## src/rtl/memory_adaptor.sv

```systemverilog
// memory_adaptor: serialises word-level fetch and load/store requests onto a byte-wide memory bus
module memory_adaptor #(
    parameter int ADDR_WIDTH = 32,
    parameter int IO_MASK_HI = 17
) (
    input  logic                  clk_in,
    input  logic                  rst_in,
    input  logic                  rdy_in,
    input  logic                  flush_pipline,
    input  logic                  request_ins_from_memory_adaptor,
    input  logic [ADDR_WIDTH-1:0] insaddr_to_be_fetched_from_memory_adaptor,
    output logic [31:0]           ins_fetched_from_memory_adaptor,
    output logic                  insfetch_task_done,
    input  logic                  data_request,
    input  logic                  data_is_write,
    input  logic [1:0]            data_width,
    input  logic [ADDR_WIDTH-1:0] data_addr,
    input  logic [31:0]           data_wdata,
    output logic [31:0]           data_rdata,
    output logic                  data_task_done,
    input  logic [7:0]            mem_din,
    output logic [7:0]            mem_dout,
    output logic [ADDR_WIDTH-1:0] mem_a,
    output logic                  mem_wr,
    input  logic                  io_buffer_full
);
    typedef enum logic [1:0] {IDLE, READ, WRITE, DONE} state_t;
    state_t                state_q, state_d;
    logic [2:0]            k_q, k_d, n_q, n_d;
    logic [ADDR_WIDTH-1:0] base_q, base_d, cur_a;
    logic [31:0]           wdata_q, wdata_d, buf_q, buf_d;
    logic                  is_data_q, is_data_d, is_write_q, is_write_d;
    logic                  stall;
    logic [1:0]            bi;
    assign cur_a = base_q + ADDR_WIDTH'(k_q);
    assign stall = state_q == WRITE && cur_a[IO_MASK_HI -: 2] == 2'b11 && io_buffer_full;
    // while reading, the byte arriving now belongs to the address driven one cycle earlier
    assign bi = k_q[1:0] - 2'd1;
    assign mem_a = (state_q == READ || state_q == WRITE) ? cur_a : '0;
    assign mem_wr = rdy_in && state_q == WRITE && !stall;
    assign mem_dout = state_q == WRITE ? wdata_q[8*k_q[1:0] +: 8] : 8'h0;
    assign insfetch_task_done = state_q == DONE && !is_data_q && !flush_pipline;
    assign data_task_done = state_q == DONE && is_data_q && (is_write_q || !flush_pipline);
    assign ins_fetched_from_memory_adaptor = insfetch_task_done ? buf_q : 32'h0;
    assign data_rdata = data_task_done ? buf_q : 32'h0;
    // next-state: accept, step through bytes, abort reads on flush; everything holds while rdy_in is low
    always_comb begin
        state_d = state_q;
        k_d = k_q;
        n_d = n_q;
        base_d = base_q;
        wdata_d = wdata_q;
        buf_d = buf_q;
        is_data_d = is_data_q;
        is_write_d = is_write_q;
        if (rdy_in) begin
            case (state_q)
                IDLE: begin
                    if (data_request && (data_is_write || !flush_pipline)) begin
                        state_d = data_is_write ? WRITE : READ;
                        n_d = data_width == 2'd0 ? 3'd1 : data_width == 2'd1 ? 3'd2 : 3'd4;
                        base_d = data_addr;
                        wdata_d = data_wdata;
                        is_data_d = 1'b1;
                        is_write_d = data_is_write;
                        k_d = 3'd0;
                        buf_d = 32'h0;
                    end else if (request_ins_from_memory_adaptor && !flush_pipline) begin
                        state_d = READ;
                        n_d = 3'd4;
                        base_d = insaddr_to_be_fetched_from_memory_adaptor;
                        is_data_d = 1'b0;
                        is_write_d = 1'b0;
                        k_d = 3'd0;
                        buf_d = 32'h0;
                    end
                end
                READ: begin
                    if (flush_pipline) state_d = IDLE;
                    else begin
                        if (k_q != 3'd0) buf_d[8*bi +: 8] = mem_din;
                        if (k_q == n_q) state_d = DONE;
                        else k_d = k_q + 3'd1;
                    end
                end
                WRITE: begin
                    if (!stall) begin
                        if (k_q == n_q - 3'd1) state_d = DONE;
                        else k_d = k_q + 3'd1;
                    end
                end
                default: state_d = IDLE;
            endcase
        end
    end
    // state registers with synchronous reset taking priority over rdy_in and flush
    always_ff @(posedge clk_in) begin
        if (rst_in) begin
            state_q <= IDLE;
            k_q <= 3'd0;
            n_q <= 3'd0;
            base_q <= '0;
            wdata_q <= 32'h0;
            buf_q <= 32'h0;
            is_data_q <= 1'b0;
            is_write_q <= 1'b0;
        end else begin
            state_q <= state_d;
            k_q <= k_d;
            n_q <= n_d;
            base_q <= base_d;
            wdata_q <= wdata_d;
            buf_q <= buf_d;
            is_data_q <= is_data_d;
            is_write_q <= is_write_d;
        end
    end
endmodule
```

## config.mk

```make
export PLATFORM = sky130hd
export DESIGN_NAME = memory_adaptor
export DESIGN_NICKNAME = d
export VERILOG_FILES = /design/src/rtl/memory_adaptor.sv
export SDC_FILE = /design/constraint.sdc
export NUM_CORES = 1
export LEC_CHECK = 0
export ABC_CLOCK_PERIOD_IN_PS = 4800
export BUFFER_PORTS_ARGS = -buffer_cell sky130_fd_sc_hd__clkbuf_2
export CAP_MARGIN = 20
export CORE_MARGIN = 2
export CORE_UTILIZATION = 30
export CTS_CLUSTER_DIAMETER = 150
export DETAILED_ROUTE_END_ITERATION = 10
export PLACE_DENSITY = 0.63
export SKIP_LAST_GASP = 1
export SLEW_MARGIN = 15
export SYNTH_ARGS = -nofsm -noshare
export SYNTH_HDL_FRONTEND = slang
export SYNTH_SLANG_ARGS = --single-unit
```

## constraint.sdc

```tcl
create_clock -name clk_in -period 4.8 [get_ports clk_in]
set_clock_uncertainty 0.1 [all_clocks]
set_input_delay 0.72 -clock clk_in [delete_from_list [all_inputs] [get_ports clk_in]]
set_output_delay 0.72 -clock clk_in [all_outputs]
set_load 0.05 [all_outputs]
```

==> impl_table.tex <==
\begin{tabular}{lr}
\hline
Metric & Value \\
\hline
\multicolumn{2}{l}{\textbf{Power and ir drop}} \\
Max rail drop VDD & around 0.17 mV \\
Net switching power & 683 uW \\
Internal power & between 1000 and 1500 uW \\
Sw Share & 32.0\% \\
Portion of total power attributed to combinational logic & about a fifth \\
Sequential share of power & approximately 46\% \\
Power Dens Cells & between 200 and 300 nW/um2 \\
Leakage & 0.00347 uW \\
Clock group share of total power & approximately a third \\
\multicolumn{2}{l}{\textbf{STA}} \\
Final worst path period share & between 70\% and 80\% \\
Setup repair after global routing missed its margin & no \\
Max transition margin & 36.7\% \\
Clock period minus final worst setup slack & 3.68 ns \\
Slew Limit Fails & 0 \\
Accumulated negative setup slack & 0 ns \\
Final-report hold violation count & 0 \\
Count of final setup violators & 0 \\
Achievable Freq & about 270 MHz \\
Slew of the pin with the lowest slew margin & 0.943 ns \\
\multicolumn{2}{l}{\textbf{Finish}} \\
Footprint of the multi-input gates & 3670 um2 \\
Number of diodes added for antenna fixing & 0 \\
Reg area & 2120 um2 \\
Synthesis-to-finish area growth & 27.3\% \\
\# nets final & between 1000 and 1500 \\
Post-route non-filler standard cell count & between 1000 and 1500 \\
Layout filler cell count & 2021 \\
Share of cells above drive strength 1 & $\sim$29\% \\
\multicolumn{2}{l}{\textbf{Run}} \\
\# Max-Cap Violations & 0 \\
\multicolumn{2}{l}{\textbf{Critical path}} \\
Worst reg2reg setup slack & $\sim$2 ns \\
Crit-path max FO & 7 \\
Critical path startpoint category & register \\
Data arrival time of the critical path & 2.86 ns \\
Crit Path Class & register to output pin \\
Critical Path Sink Type & output pin \\
Req. time, crit path & 3.98 ns \\
\multicolumn{2}{l}{\textbf{Routing}} \\
Via count & about 5500 \\
Detail Route Antenna Nets & 0 \\
First-pass iteration count of the detailed router & 4 \\
Final WL & approximately 17000 um \\
Post-route DRC & 0 \\
Drt wl/cell & about 14 um \\
Vias/cell & 4.65 \\
Detailed router's first-iteration violation count & around 180 \\
\multicolumn{2}{l}{\textbf{Yosys}} \\
Syn nets & 853 \\
Most numerous cell types in the synthesized netlist & sky130\_fd\_sc\_hd\_\_dfxtp\_1, sky130\_fd\_sc\_hd\_\_and2\_1, sky130\_fd\_sc\_hd\_\_nand2\_1 \\
Synthesized netlist cell count & 724 \\
Yosys warning total & 0 \\
Main flop type after synthesis & sky130\_fd\_sc\_hd\_\_dfxtp\_1 \\
Top-area cell type share of the netlist area & 35.4\% \\
Sequential cell area fraction in the yosys report & between 30\% and 40\% \\
Post-Syn Area per Cell & about 8.3 um2 \\
Share of flip-flops with an asynchronous set or reset after synthesis & 0\% \\
Most frequent cell after synthesis & sky130\_fd\_sc\_hd\_\_dfxtp\_1 \\
Post-synth EDFFs & 0 \\
Cells taking the most area after synthesis & sky130\_fd\_sc\_hd\_\_dfxtp\_1, sky130\_fd\_sc\_hd\_\_and2\_1, sky130\_fd\_sc\_hd\_\_nand2\_1 \\
Number of distinct library cells after synthesis & 51 \\
Combined area of all synthesized cells & 5990 um2 \\
Synth Register Bits & $\sim$110 \\
Largest area contributor in the netlist & sky130\_fd\_sc\_hd\_\_dfxtp\_1 \\
\multicolumn{2}{l}{\textbf{CTS}} \\
Cell chosen for the clock root & sky130\_fd\_sc\_hd\_\_clkbuf\_16 \\
Cts bufs inserted & 9 \\
Htree depth & 3 \\
Number of buffers inserted by post-CTS setup repair & 0 \\
Hold-fix buffer count after cts & 0 \\
Clock transition at the register clock pins on the worst setup and hold paths after CTS & roughly 0.070 ns \\
Post-CTS sizing & 0 \\
Clock latency at the later pin of the worst-skew pair & about 0.35 ns \\
Clock tree from TritonCTS & built \\
Clock Tree Buf Depth & 2 \\
Number of sinks on the clock net & about 110 \\
\multicolumn{2}{l}{\textbf{Die}} \\
Number of primary I/O pins & between 200 and 250 \\
Starting density of the core & a little under a third \\
Core footprint & approximately 20000 um2 \\
Total Die Area & 21100 um2 \\
Placement Rows & slightly above 50 \\
Die boundary width & roughly 150 um \\
Die Span Y & about 150 um \\
\multicolumn{2}{l}{\textbf{Place}} \\
Buffers on Ports & 220 \\
Placed Cells & approximately 1200 \\
GP Congestion & roughly 0.8 \\
Post-DP HPWL & $\sim$13000 um \\
\multicolumn{2}{l}{\textbf{Status}} \\
Run status & complete, no violations \\
\multicolumn{2}{l}{\textbf{Global route}} \\
Final global-route overflow total & 0 \\
Wire length of the first global-routing pass & roughly 27000 um \\
Total routing resource utilization after global routing & about 16\% \\
Initial antenna violation count & 0 \\
Vias in the first global route & approximately 5200 \\
Maximum number of pins on one net before global-route repair & 66 \\
\multicolumn{2}{l}{\textbf{Worst hold path}} \\
Worst Hold Class & register to register \\
\hline
\end{tabular}
registers in the layout, summed over array words and instances (netlist names):
register,cells
base_q,32
buf_q,32
is_data_q,1
is_write_q,1
k_q,3
n_q,3
state_q,2
wdata_q,32
power by group through the flow:
stage                     logic, uW  registers [uW]  clock network (uW)
after floorplan                 306             984                   0
after global placement          432             994                   0
after detailed placement        436             996                   0
after CTS                       437             975                 757
after global routing            478             983                 791
final                           431             975                 732
stage by stage:
step	instance area, um2	worst slack, ns	power [uW]	utilization, %	hold slack, ns
after floorplan	5990	1.19	1290	-	0.330
after global placement	7340	1.54	1430	37.6	0.341
after detailed placement	7340	1.50	1430	37.6	0.346
after CTS	7620	1.10	2170	39.0	0.356
after global routing	7620	0.937	2250	39.0	0.372
final	7620	1.12	2140	39.0	0.356
worst max-delay path, stage by stage, from the launching register on:
cell	delay, ns
sky130_fd_sc_hd__dfxtp_1	0.42
sky130_fd_sc_hd__nand4_1	0.23
sky130_fd_sc_hd__or3_4	0.48
sky130_fd_sc_hd__nor4_4	0.58
sky130_fd_sc_hd__nand4_1	0.22
sky130_fd_sc_hd__xnor2_1	0.17
sky130_fd_sc_hd__and2_1	0.13
sky130_fd_sc_hd__clkbuf_2	0.28
cell usage in the layout (no fill, tap or decap), types with 3 or more instances in the layout:
cell	Yosys	layout
sky130_fd_sc_hd__clkinv_4	0	3
sky130_fd_sc_hd__o21ai_0	11	11
sky130_fd_sc_hd__clkbuf_16	0	9
sky130_fd_sc_hd__xor2_1	13	13
sky130_fd_sc_hd__or3_1	12	12
sky130_fd_sc_hd__clkbuf_2	0	219
sky130_fd_sc_hd__mux4_2	8	8
sky130_fd_sc_hd__a21o_1	4	4
sky130_fd_sc_hd__nor2_1	53	52
sky130_fd_sc_hd__xnor2_1	20	20
sky130_fd_sc_hd__inv_1	12	12
sky130_fd_sc_hd__o21ai_1	4	3
sky130_fd_sc_hd__a21boi_0	3	3
sky130_fd_sc_hd__ha_1	14	14
sky130_fd_sc_hd__buf_4	0	9
sky130_fd_sc_hd__nand2_1	101	101
sky130_fd_sc_hd__and4_1	3	3
sky130_fd_sc_hd__nand2b_1	13	13
sky130_fd_sc_hd__and3_1	4	4
sky130_fd_sc_hd__and2_1	102	102
sky130_fd_sc_hd__nor2b_1	3	3
sky130_fd_sc_hd__nor3_1	7	6
sky130_fd_sc_hd__dfxtp_1	106	106
sky130_fd_sc_hd__a2bb2oi_1	8	8
sky130_fd_sc_hd__a211oi_1	33	33
sky130_fd_sc_hd__mux2i_1	34	34
sky130_fd_sc_hd__a22o_1	8	8
sky130_fd_sc_hd__a21oi_1	50	50
sky130_fd_sc_hd__nand3_1	17	17
sky130_fd_sc_hd__nand4_1	9	9
layer usage:
layer,share of wire (%),track usage [%],wire length (um),vias to the layer above
li1,-,-,-,2884
met1,48,20.7,7970,2499
met2,46,25.5,7770,134
met3,4.1,3.65,681,15
met4,1.7,4.31,287,0
met5,0,0,0,-
area by class of cell:
class | instances | share of cell area (%)
Clock buffer | 9 | 2.95
Clock inverter | 7 | 0.821
Inverter | 12 | 0.591
Multi-Input combinational cell | 562 | 48.2
Sequential cell | 106 | 27.8
Tap cell | 265 | 4.35
Timing Repair Buffer | 228 | 15.3
logic make-up (layout without fill, tap and decap cells):
kind of cell / Yosys count / after routing / synth area share, %
simple gates: 339 / 339 / 29.6
compound gates: 133 / 133 / 14.5
flops: 106 / 106 / 35.4
buf+inv: 56 / 256 / 3.63
mux: 42 / 42 / 8.69
xor+xnor: 33 / 33 / 4.83
fa+ha+maj: 15 / 15 / 3.26
final timing paths:
check	start	cells past startpoint	endpoint
max	base_q[5]	7	mem_a[31]
max reg2reg	k_q[0]	8	k_q[2]
min	wdata_q[26]	2	wdata_q[26]
min reg2reg	wdata_q[26]	2	wdata_q[26]
No activity file was read; power rests on OpenSTA's default activity.
